[src/rtl/bsg_manycore_store_credit_tracker.sv]
// bsg_manycore_store_credit_tracker: per-channel outstanding remote-store credit tracker with fence, readback and sticky underflow
// Ports:
//   clk_i, reset_n_i            clock, asynchronous active-low reset
//   send_v_i / send_ready_o     per-channel store issue handshake (gated by credit limit and fence)
//   ret_v_i                     per-channel store acknowledgement, always consumed
//   fence_v_i / fence_mask_i    fence request and the channels it waits on
//   fence_ready_o               fence request accepted this cycle
//   fence_done_o                one-cycle pulse once every masked channel has drained
//   rd_chan_i / rd_data_o       combinational zero-extended count readback
//   underflow_o / clear_err_i   sticky per-channel underflow flags and their clear
module bsg_manycore_store_credit_tracker #(
    parameter int num_chan_p = 2,
    parameter int max_out_p = 16,
    parameter int data_width_p = 32,
    localparam int cntr_width_lp = $clog2(max_out_p+1),
    localparam int chan_id_width_lp = (num_chan_p == 1) ? 1 : $clog2(num_chan_p)
) (
    input  logic                        clk_i,
    input  logic                        reset_n_i,
    input  logic [num_chan_p-1:0]       send_v_i,
    output logic [num_chan_p-1:0]       send_ready_o,
    input  logic [num_chan_p-1:0]       ret_v_i,
    input  logic                        fence_v_i,
    input  logic [num_chan_p-1:0]       fence_mask_i,
    output logic                        fence_ready_o,
    output logic                        fence_done_o,
    input  logic [chan_id_width_lp-1:0] rd_chan_i,
    output logic [data_width_p-1:0]     rd_data_o,
    output logic [num_chan_p-1:0]       underflow_o,
    input  logic                        clear_err_i
);
    typedef enum logic [1:0] {IDLE, WAIT, DONE} state_e;
    localparam logic [cntr_width_lp-1:0] max_lp = cntr_width_lp'(max_out_p);
    state_e state_r, state_n;
    logic [num_chan_p-1:0] mask_r, busy, acc;
    logic [cntr_width_lp-1:0] count_r [num_chan_p];
    logic [cntr_width_lp-1:0] cnt_pad [2**chan_id_width_lp];
    always_comb begin
        busy = '0;
        send_ready_o = '0;
        for (int c = 0; c < num_chan_p; c++) begin
            busy[c] = count_r[c] != '0;
            send_ready_o[c] = (count_r[c] < max_lp) & ~((state_r == WAIT) & mask_r[c]);
        end
    end
    assign acc = send_v_i & send_ready_o;
    // A send and an ack in the same cycle cancel, even at zero, so neither moves the count nor flags underflow.
    always_ff @(posedge clk_i or negedge reset_n_i) begin
        if (!reset_n_i) begin
            for (int c = 0; c < num_chan_p; c++) count_r[c] <= '0;
            underflow_o <= '0;
        end else begin
            for (int c = 0; c < num_chan_p; c++) begin
                if (acc[c] & ~ret_v_i[c])
                    count_r[c] <= count_r[c] + 1'b1;
                else if (~acc[c] & ret_v_i[c] & busy[c])
                    count_r[c] <= count_r[c] - 1'b1;
                if (~acc[c] & ret_v_i[c] & ~busy[c])
                    underflow_o[c] <= 1'b1;
                else if (clear_err_i)
                    underflow_o[c] <= 1'b0;
            end
        end
    end
    always_comb begin
        state_n = (state_r == IDLE) ? (fence_v_i ? WAIT : IDLE)
                : (state_r == WAIT) ? ((|(mask_r & busy)) ? WAIT : DONE)
                : IDLE;
    end
    always_ff @(posedge clk_i or negedge reset_n_i) begin
        if (!reset_n_i) begin
            state_r <= IDLE;
            mask_r <= '0;
        end else begin
            state_r <= state_n;
            if ((state_r == IDLE) & fence_v_i)
                mask_r <= fence_mask_i;
            else if (state_r == DONE)
                mask_r <= '0;
        end
    end
    assign fence_ready_o = state_r == IDLE;
    assign fence_done_o = state_r == DONE;
    // Pad the count table to the full select range so unused select codes read back as zero.
    for (genvar i = 0; i < 2**chan_id_width_lp; i++) begin : g_pad
        if (i < num_chan_p) begin : g_real
            assign cnt_pad[i] = count_r[i];
        end else begin : g_zero
            assign cnt_pad[i] = '0;
        end
    end
    assign rd_data_o = data_width_p'(cnt_pad[rd_chan_i]);
`ifndef SYNTHESIS
    always @(posedge clk_i) begin
        if (reset_n_i) begin
            for (int c = 0; c < num_chan_p; c++) begin
                assert (count_r[c] <= max_lp) else $error("count overflow on channel %0d", c);
                if (ret_v_i[c] & ~acc[c] & ~busy[c])
                    $display("underflow on channel %0d", c);
            end
        end
    end
`endif
endmodule
[config.mk]
export PLATFORM = sky130hd
export DESIGN_NAME = bsg_manycore_store_credit_tracker
export DESIGN_NICKNAME = d
export VERILOG_FILES = /design/src/rtl/bsg_manycore_store_credit_tracker.sv
export SDC_FILE = /design/constraint.sdc
export NUM_CORES = 1
export LEC_CHECK = 0
export BUFFER_PORTS_ARGS = -buffer_cell sky130_fd_sc_hd__buf_2
export CORE_MARGIN = 1.5
export CORE_UTILIZATION = 44
export CTS_CLUSTER_DIAMETER = 30
export DETAILED_ROUTE_END_ITERATION = 8
export PLACE_DENSITY = 0.78
export SETUP_SLACK_MARGIN = 0.5
export SLEW_MARGIN = 40
export SYNTH_ARGS = -nofsm -noshare
export SYNTH_HDL_FRONTEND = slang
export SYNTH_SLANG_ARGS = --single-unit
[constraint.sdc]
create_clock -name clk_i -period 2.4 [get_ports clk_i]
set_clock_uncertainty 0.05 [all_clocks]
set_input_delay 0.36 -clock clk_i [delete_from_list [all_inputs] [get_ports clk_i]]
set_output_delay 0.36 -clock clk_i [all_outputs]
set_load 0.03 [all_outputs]
Yosys cells after proc, flatten, opt, wreduce, memory -nomap -nowiden
Index checks and enable logic that the tools add are counted.
- add/sub/neg operators: 4
- magnitude comparators: 3
- equal/unequal tests: 2
- mux-type cells: 16
- bitwise gates (word level): 24
- reductions and logical operators: 9
- operators by type and width (cell ; count):
    5-bit two-way mux ; 7
    1-bit bitwise AND ; 13
    5-bit by 1-bit adder with 5-bit output, second input constant ; 2
    5-bit < comparator, second input constant ; 2
    2-bit two-way mux ; 5
    2-bit nonzero test ; 5
    5-bit nonzero test ; 2
    5-bit by 1-bit subtractor with 5-bit output, second input constant ; 2
    1-bit NOT ; 8
    2-bit bitwise AND ; 2
    1-bit two-way mux ; 4
    2-bit by 1-bit == test with 1-bit output, second input constant ; 1
    2-bit == test, second input constant ; 1
    2-bit >= comparator, second input constant ; 1
    2-bit zero test ; 1
    1-bit NOT with 2-bit output ; 1
    2-bit OR reduction ; 1
- register bits after elaboration: 16
- output and inout bits: 38

Depth between registers and ports, before layout
Gate-level depths: netlist of the first run.
- depth in word-level cells: 10
- gate-level depth with buffers: 10
- depth with buffers taken out: 10

Least setup slack after synthesis of the first run
No wires, ideal clock.
- path kind: reg-to-reg
- start: reg state_r[0]
- end: reg count_r, in the netlist cnt_pad[4]
- setup time: 0.146 ns
- arrival: 2.066 ns
- data required time: 2.204 ns
- setup slack: 0.138 ns
- stages on the path, launching flop included: 11
- buffers on the path: 0
- period minus slack after synthesis: 2.262 ns
- path through: dfrtp_1 > nor2b_4 > a211o_4 > nor2_1 > inv_1 > ha_1 > nor2b_1 > o21ai_0 > nand2b_1 > o21ai_0 > o311ai_0
- word-level cells in the longest chain between the ends: 9
- elaborated cells on any way between the ends: 11
- classes of those cells: eq/ne: 1; mux: 1; bitwise: 8; reduce/logical: 1
- RTL lines (what ; line ; source):
    start, declared ; 34 ; state_e state_r, state_n;
    start signal, assigned ; 75 ; state_r <= state_n;
    2-bit by 1-bit == test with 1-bit output * ; 43 ; send_ready_o[c] = (count_r[c] < max_lp) & ~((state_r == WAIT) & mask_r[c]);
    1-bit bitwise AND * ; 43 ;
    1-bit NOT * ; 43 ;
    1-bit bitwise AND * ; 43 ;
    2-bit bitwise AND * ; 46 ; assign acc = send_v_i & send_ready_o;
    1-bit NOT ; 56 ; else if (~acc[c] & ret_v_i[c] & busy[c])
    1-bit bitwise AND (2 in series) ; 56 ;
    2-bit nonzero test (no source line) ; - ;
    end signal, assigned by index ; 55 ; count_r[c] <= count_r[c] + 1'b1;
    end signal, assigned by index ; 57 ; count_r[c] <= count_r[c] - 1'b1;
    end, declared ; 36 ; logic [cntr_width_lp-1:0] count_r [num_chan_p];
Mark *: on every way between the ends. The rest lies on a longest branch, timed or not.
A chain may end at the register's enable or synchronous reset.

Worst setup path in the final report of the first run
Same ends and word-level chain as after synthesis.

==> impl_metrics.csv, run 1 <==
group,metric,value,unit
logic_synthesis,async_flop_share,100,%
clock_network,cts_root_buffer,"clkbuf_4",
logic_synthesis,yosysTopAreaCellShare,30.7,%
critical_path,critPathMaxStageDelay,0.39,ns
power_and_ir_drop,pwr-share-clk,8.2,%
critical_path,endpoint_kind,"flip-flop",
layout,layout.nets,191,
clock_network,clkLatencyLatePin,0.29,ns
grt,grt_first_pass_wirelength,4.33,mm
layout,fillerInstances,254,
route,wl,2.67,mm
floorplanning,ios,49,
layout,multi_input_area,882,µm²
critical_path,worstSetupStartpointType,"flip-flop",
sta,rsz0062_at_grt,"yes",
logic_synthesis,synthFlopType,"dfrtp_1",
power_and_ir_drop,p_sw,1.08,mW
floorplanning,die_y,57.4,µm
logic_synthesis,synth_seq_area_share,30.7,%
power_and_ir_drop,irDropWorstVdd,0.945,mV
layout,stdcell_count,201,
critical_path,cp_num_buf_inv,1,
critical_path,reg2reg_slack,0.32,ns
critical_path,crit_family,"compound AO/OA/AOI/OAI gates",
floorplanning,core,2780,µm²
logic_synthesis,ys_warn_count,0,
sta,slew_violations,0,
route,firstDrtPassIters,4,
power_and_ir_drop,combinationalPowerShare,66.6,%
logic_synthesis,syn-instance-count,136,
critical_path,path_max_fanout,4,
logic_synthesis,synth_cell_types,38,
route,drcViolationCount,0,
grt,grt_max_degree,17,
logic_synthesis,synth.avg_cell_area,9.58,µm²
place,hpwl,1.95,mm
floorplanning,die_x,57.4,µm
logic_synthesis,synth_seq_cells,16,
grt,grt_use_total,16.8,%
sta,min_period,2.08,ns
route,via_per_inst,5.12,
layout,layout-drive-gt1-share,39.4,%
floorplanning,fp.dieArea,3300,µm²
grt,grt_pass1_vias,969,
route,wl_per_cell,13.3,µm
logic_synthesis,synth_area,1300,µm²
layout,regArea,402,µm²
sta,fin_crit_sh,86.9,%
grt,grt_overflow_total,0,
critical_path,critPathSlowestCell,"dfrtp_1",
logic_synthesis,yosysTopAreaCell,"dfrtp_1",
critical_path,crit_required,2.52,ns
logic_synthesis,ys_top_cells_by_area,"dfrtp_1 (31%), buf_4 (16%), ha_1 (6.7%), mux2_2 (5.2%), a21oi_1 (3.1%)",
grt,antenna_found_initial,0,
place,placed_cells,187,
hold_path,hold_class,"primary input to flip-flop",
sta,tns,0,ns
place,gp_congestion,0.891,
clock_network,cts_buffers,3,
critical_path,worstPathCellList,"nor2b_4, a211o_4, nor2_4, inv_4, ha_4, nor2b_1, o21ai_1, nand2b_1, o21ai_2, o311ai_2",
job,maxCapViolations,0,
clock_network,htreeDepth,1,
power_and_ir_drop,power.density,1440,nW/µm²
outcome,outcome,"complete, no violations",
logic_synthesis,synth_enable_flop_cells,0,
power_and_ir_drop,power.leakage,0.766,nW
sta,finalHoldViolCount,0,
clock_network,clkTransAtPathRegs,0.10,ns
place,io_buffers,21,
route,ant_nets,0,
route,drtIter0Drc,40,
critical_path,worstPathArrival,2.20,ns
layout,diodes,0,
floorplanning,start_util,46.8,%
floorplanning,rows,19,
clock_network,tritoncts,"done",
layout,syn2layout_area_growth,21.7,%
sta,setup-violations-final,0,
sta,max_freq,0.480,GHz
clock_network,cts_buffer_depth,2,
critical_path,crit_type,"flip-flop to flip-flop",
route,via_count,1029,
power_and_ir_drop,internal_power,1.20,mW
clock_network,cts_sinks,16,
power_and_ir_drop,pwr-share-seq,25.3,%
layout,final_core_util,57.0,%
power_and_ir_drop,p_sw_share,47.5,%
area by class of cell:
type	count	share of cell area [%]
Sequential cell	16	25.3
Clock buffer	4	2.29
Inverter	10	2.53
Timing Repair Buffer	31	11.8
Tap cell	31	2.45
Multi-Input combinational cell	109	55.6
kinds of logic after synthesis:
kind of cell	share of synthesized area, %
xor gates and xnor gates	4.04
AOI/OAI and AO/OA	18.1
muxes	7.88
other	0.288
adders and majority gates	9.80
DFF	30.7
and+or+nand+nor	10.8
buffers and inverters	18.4
metrics by stage:
| stage | total power, mW | setup WS [ns] | hold slack [ns] | area [µm²] |
|---|---|---|---|---|
| after CTS | 2.15 | 0.321 | 0.226 | 1520 |
| after global routing | 2.45 | 0.196 | 0.217 | 1590 |
| after floorplan | 1.58 | 0.302 | 0.0144 | 1450 |
| final | 2.28 | 0.315 | 0.221 | 1590 |
| after global placement | 1.77 | 0.222 | 0.238 | 1390 |
| after detailed placement | 1.82 | 0.148 | 0.248 | 1390 |
worst paths after layout:
check | start | endpoint | cells after the start
min reg2reg | underflow_o[0] | underflow_o[0] | 2
max in group asynchronous | reset_n_i | state_r[1] | 2
max | state_r[0] | cnt_pad[4] | 10
min | clear_err_i | underflow_o[0] | 2
min in group asynchronous | reset_n_i | mask_r[1] | 2
max reg2reg | state_r[0] | cnt_pad[4] | 10
placed cells by master, fill, tap and decap left out, types with 2 or more instances in the layout:
cell	netlist	layout
clkbuf_4	0	3
a21oi_2	0	3
o21ai_0	5	3
mux2i_1	2	2
o21ai_2	2	3
a21o_1	2	2
nor2_1	6	5
a211oi_1	2	2
nand3_2	1	2
inv_1	10	9
xnor2_1	3	2
nor2b_1	2	2
mux2_2	6	6
xor2_1	3	2
a21oi_1	8	5
nand2_1	8	6
fa_2	0	2
and2_1	2	2
buf_2	0	21
dfrtp_1	16	15
a22oi_1	2	2
conb_1	1	27
a32o_1	2	2
ha_1	7	3
buf_4	27	8
ha_4	0	4
layer usage:
metal  GRT usage, %  routed length [µm]  up-vias
met4           6.98                  36        0
met2           29.2                1430       33
met3           2.27                 133        5
met1           20.8                1080      505
li1               -                   -      486
met5              0                   0        -
synthesized netlist by cell type, types with 2 or more instances:
cell / n
a211oi_1: 2
a21o_1: 2
a21oi_1: 8
a22oi_1: 2
a32o_1: 2
and2_1: 2
buf_4: 27
dfrtp_1: 16
fa_1: 2
ha_1: 7
inv_1: 10
mux2_2: 6
mux2i_1: 2
nand2_1: 8
nand2b_1: 2
nor2_1: 6
nor2b_1: 2
o21ai_0: 5
o21ai_2: 2
xnor2_1: 3
xor2_1: 3
registers in the layout (all words and copies together) (netlist names):
| signal | count |
|---|---|
| state_r | 2 |
| cnt_pad | 10 |
| mask_r | 2 |
| underflow_o | 2 |
power by group through the flow:
stage	logic [mW]	clock network, mW	registers (mW)
after floorplan	1.03	0	0.546
after global placement	1.18	0	0.583
after detailed placement	1.24	0	0.589
after CTS	1.40	0.185	0.568
after global routing	1.67	0.194	0.595
final	1.52	0.186	0.575
timing repair:
| action | in CTS | in global routing |
|---|---|---|
| gates resized for setup | 8 | 7 |
| buffers inserted | 7 | 2 |
| endpoints found under the setup margin | 6 | 5 |
| hold endpoints to repair | 16 | 0 |
| hold buffers | 1 | 0 |
| pin swaps | 9 | 11 |
Note: power is estimated with default switching activity, not from simulation.
==> run 2, diff against run 1 <==
--- a/config.mk
+++ b/config.mk
@@ -7,10 +7,10 @@
 export LEC_CHECK = 0
 export BUFFER_PORTS_ARGS = -buffer_cell sky130_fd_sc_hd__buf_2
 export CORE_MARGIN = 1.5
-export CORE_UTILIZATION = 44
+export CORE_UTILIZATION = 49
 export CTS_CLUSTER_DIAMETER = 30
 export DETAILED_ROUTE_END_ITERATION = 8
-export PLACE_DENSITY = 0.78
+export PLACE_DENSITY = 0.82
 export SETUP_SLACK_MARGIN = 0.5
 export SLEW_MARGIN = 40
 export SYNTH_ARGS = -nofsm -noshare
==> constraint.sdc (replaced) <==
create_clock -name clk_i -period 2.1 [get_ports clk_i]
set_clock_uncertainty 0.05 [all_clocks]
set_input_delay 0.315 -clock clk_i [delete_from_list [all_inputs] [get_ports clk_i]]
set_output_delay 0.315 -clock clk_i [all_outputs]
set_load 0.03 [all_outputs]
==> run 2 against run 1 <==
- sequential share of layout area shrank 2.9 points
- non-clock buffer count up 12
- via count increased by 5.2%
- die area decreased by 9.7%
- count of clock-buffer cells in the layout stayed put
- power grew 32%
- sequential power up 18%
- worst setup slack lost 0.28 ns
- global-route usage grew 5.5 points
- clock power grew 15%
- fmax increased by 0.80%
- critical endpoint is now cnt_pad[9]
==> impl_metrics.csv, run 2 (synthesis results as in run 1) <==
group,metric,value,unit
job,maxCapViolations,0,
clock_network,cts_root_buffer,"clkbuf_4",
power_and_ir_drop,power.density,1660,nW/µm²
grt,grt_use_total,22.3,%
critical_path,worstPathCellList,"nor2b_4, a21oi_4, nand2_4, ha_1, a21o_1, a21oi_2, a211oi_1, a211o_1",
place,dp_worst_setup_slack,0.0121,ns
layout,diodes,0,
place,hpwl,2.01,mm
floorplanning,ios,49,
floorplanning,core,2500,µm²
grt,grt_max_degree,17,
critical_path,crit_required,2.23,ns
layout,layout-drive-gt1-share,48.9,%
grt,grt_overflow_total,0,
critical_path,worstSetupStartpointType,"flip-flop",
floorplanning,start_util,52.1,%
critical_path,worstSetupStartpoint,"state_r[0]",
layout,final_common_cell,"conb_1",
sta,slew_violations,0,
sta,min_period,2.07,ns
clock_network,clkLatencyLatePin,0.30,ns
layout,layout.nets,203,
layout,largest_reg_flops,10,
floorplanning,rows,18,
route,wl_per_cell,15.3,µm
place,placed_cells,191,
clock_network,cts_sinks,16,
grt,grt_first_pass_wirelength,4.62,mm
critical_path,critPathMaxStageDelay,0.41,ns
place,place_area,1430,µm²
sta,tns,0,ns
sta,max_freq,0.484,GHz
sta,setup-violations-final,0,
sta,finalHoldViolCount,0,
route,wl,3.25,mm
critical_path,path_max_fanout,4,
power_and_ir_drop,irDropWorstVdd,1.26,mV
critical_path,cp_num_buf_inv,0,
route,ant_nets,0,
route,via_per_inst,5.11,
clock_network,htreeDepth,1,
clock_network,cts_buffer_depth,2,
layout,syn2layout_area_growth,39.0,%
layout,final_cell_mix,"conb_1 (27), buf_4 (17), buf_2 (13)",
critical_path,critPathSlowestCell,"dfrtp_1",
hold_path,min-delay-start,"clear_err_i",
hold_path,hold_class,"primary input to flip-flop",
outcome,outcome,"complete, no violations",
power_and_ir_drop,p_total,3.01,mW
place,io_buffers,21,
critical_path,endpoint_kind,"flip-flop",
clock_network,cts_buffers,3,
clock_network,tritoncts,"done",
critical_path,crit_type,"flip-flop to flip-flop",
sta,timing.final.ws_setup,0.0318,ns
layout,final_core_util,72.4,%
critical_path,timing.rr.start,"state_r[0]",
floorplanning,die_x,54.6,µm
floorplanning,die_y,54.6,µm
grt,antenna_found_initial,0,
layout,final_cell_area,1810,µm²
route,drtIter0Drc,24,
critical_path,worstPathArrival,2.20,ns
floorplanning,fp.dieArea,2980,µm²
route,firstDrtPassIters,4,
clock_network,clkTransAtPathRegs,0.11,ns
route,drcViolationCount,0,
sta,fin_crit_sh,98.5,%
route,via_count,1083,
critical_path,crit_family,"compound AO/OA/AOI/OAI gates",
power_and_ir_drop,power.leakage,0.862,nW
grt,grt_pass1_vias,994,
sta,rsz0062_at_grt,"yes",
layout,stdcell_count,212,
place,gp_congestion,0.749,
sta,whs,0.177,ns
-- run 2: changes by cell type in the layout (fill, tap and decap cells not counted), sizes merged --
cell  delta
buf     +12
-- run 2: area by class of cell --
| class | count | area, µm² |
|---|---|---|
| multi-input combinational | 109 | 948 |
| fill | 184 | 689 |
| timing repair buffer | 43 | 342 |
| clock buffer | 4 | 36.3 |
| sequential | 16 | 407 |
| tap | 30 | 37.5 |
| inverter | 10 | 40.0 |
-- run 2: where the power goes --
group          internal, mW  switching, mW  leakage, nW
Combinational          1.06           1.06        0.653
Sequential            0.463          0.217        0.188
Clock                 0.106          0.107       0.0210
Total                  1.63           1.38        0.862
-- run 2: routing by layer --
metal	vias to the layer above	track usage, %	wire length, µm
li1	507	-	-
met1	521	24.6	1280
met2	47	41.8	1720
met3	8	5.74	172
met4	0	5.83	72
met5	-	0	0
-- run 2: what timing repair did --
action	4_1_cts	5_1_grt
setup buffers	6	10
hold buffers	1	0
resized for setup	20	37
endpoints found under the setup margin	14	20
hold endpoints to repair	16	0
pin swaps	9	11
-- run 2: path summary, 6_finish.rpt --
| kind | to | slack [ns] | cells after the start |
|---|---|---|---|
| max in group asynchronous | cnt_pad[2] | 1.28 | 2 |
| max reg2reg | cnt_pad[9] | 0.03 | 8 |
| min | underflow_o[1] | 0.18 | 2 |
| max | cnt_pad[9] | 0.03 | 8 |
| min reg2reg | underflow_o[1] | 0.49 | 2 |
| min in group asynchronous | cnt_pad[3] | 0.40 | 2 |
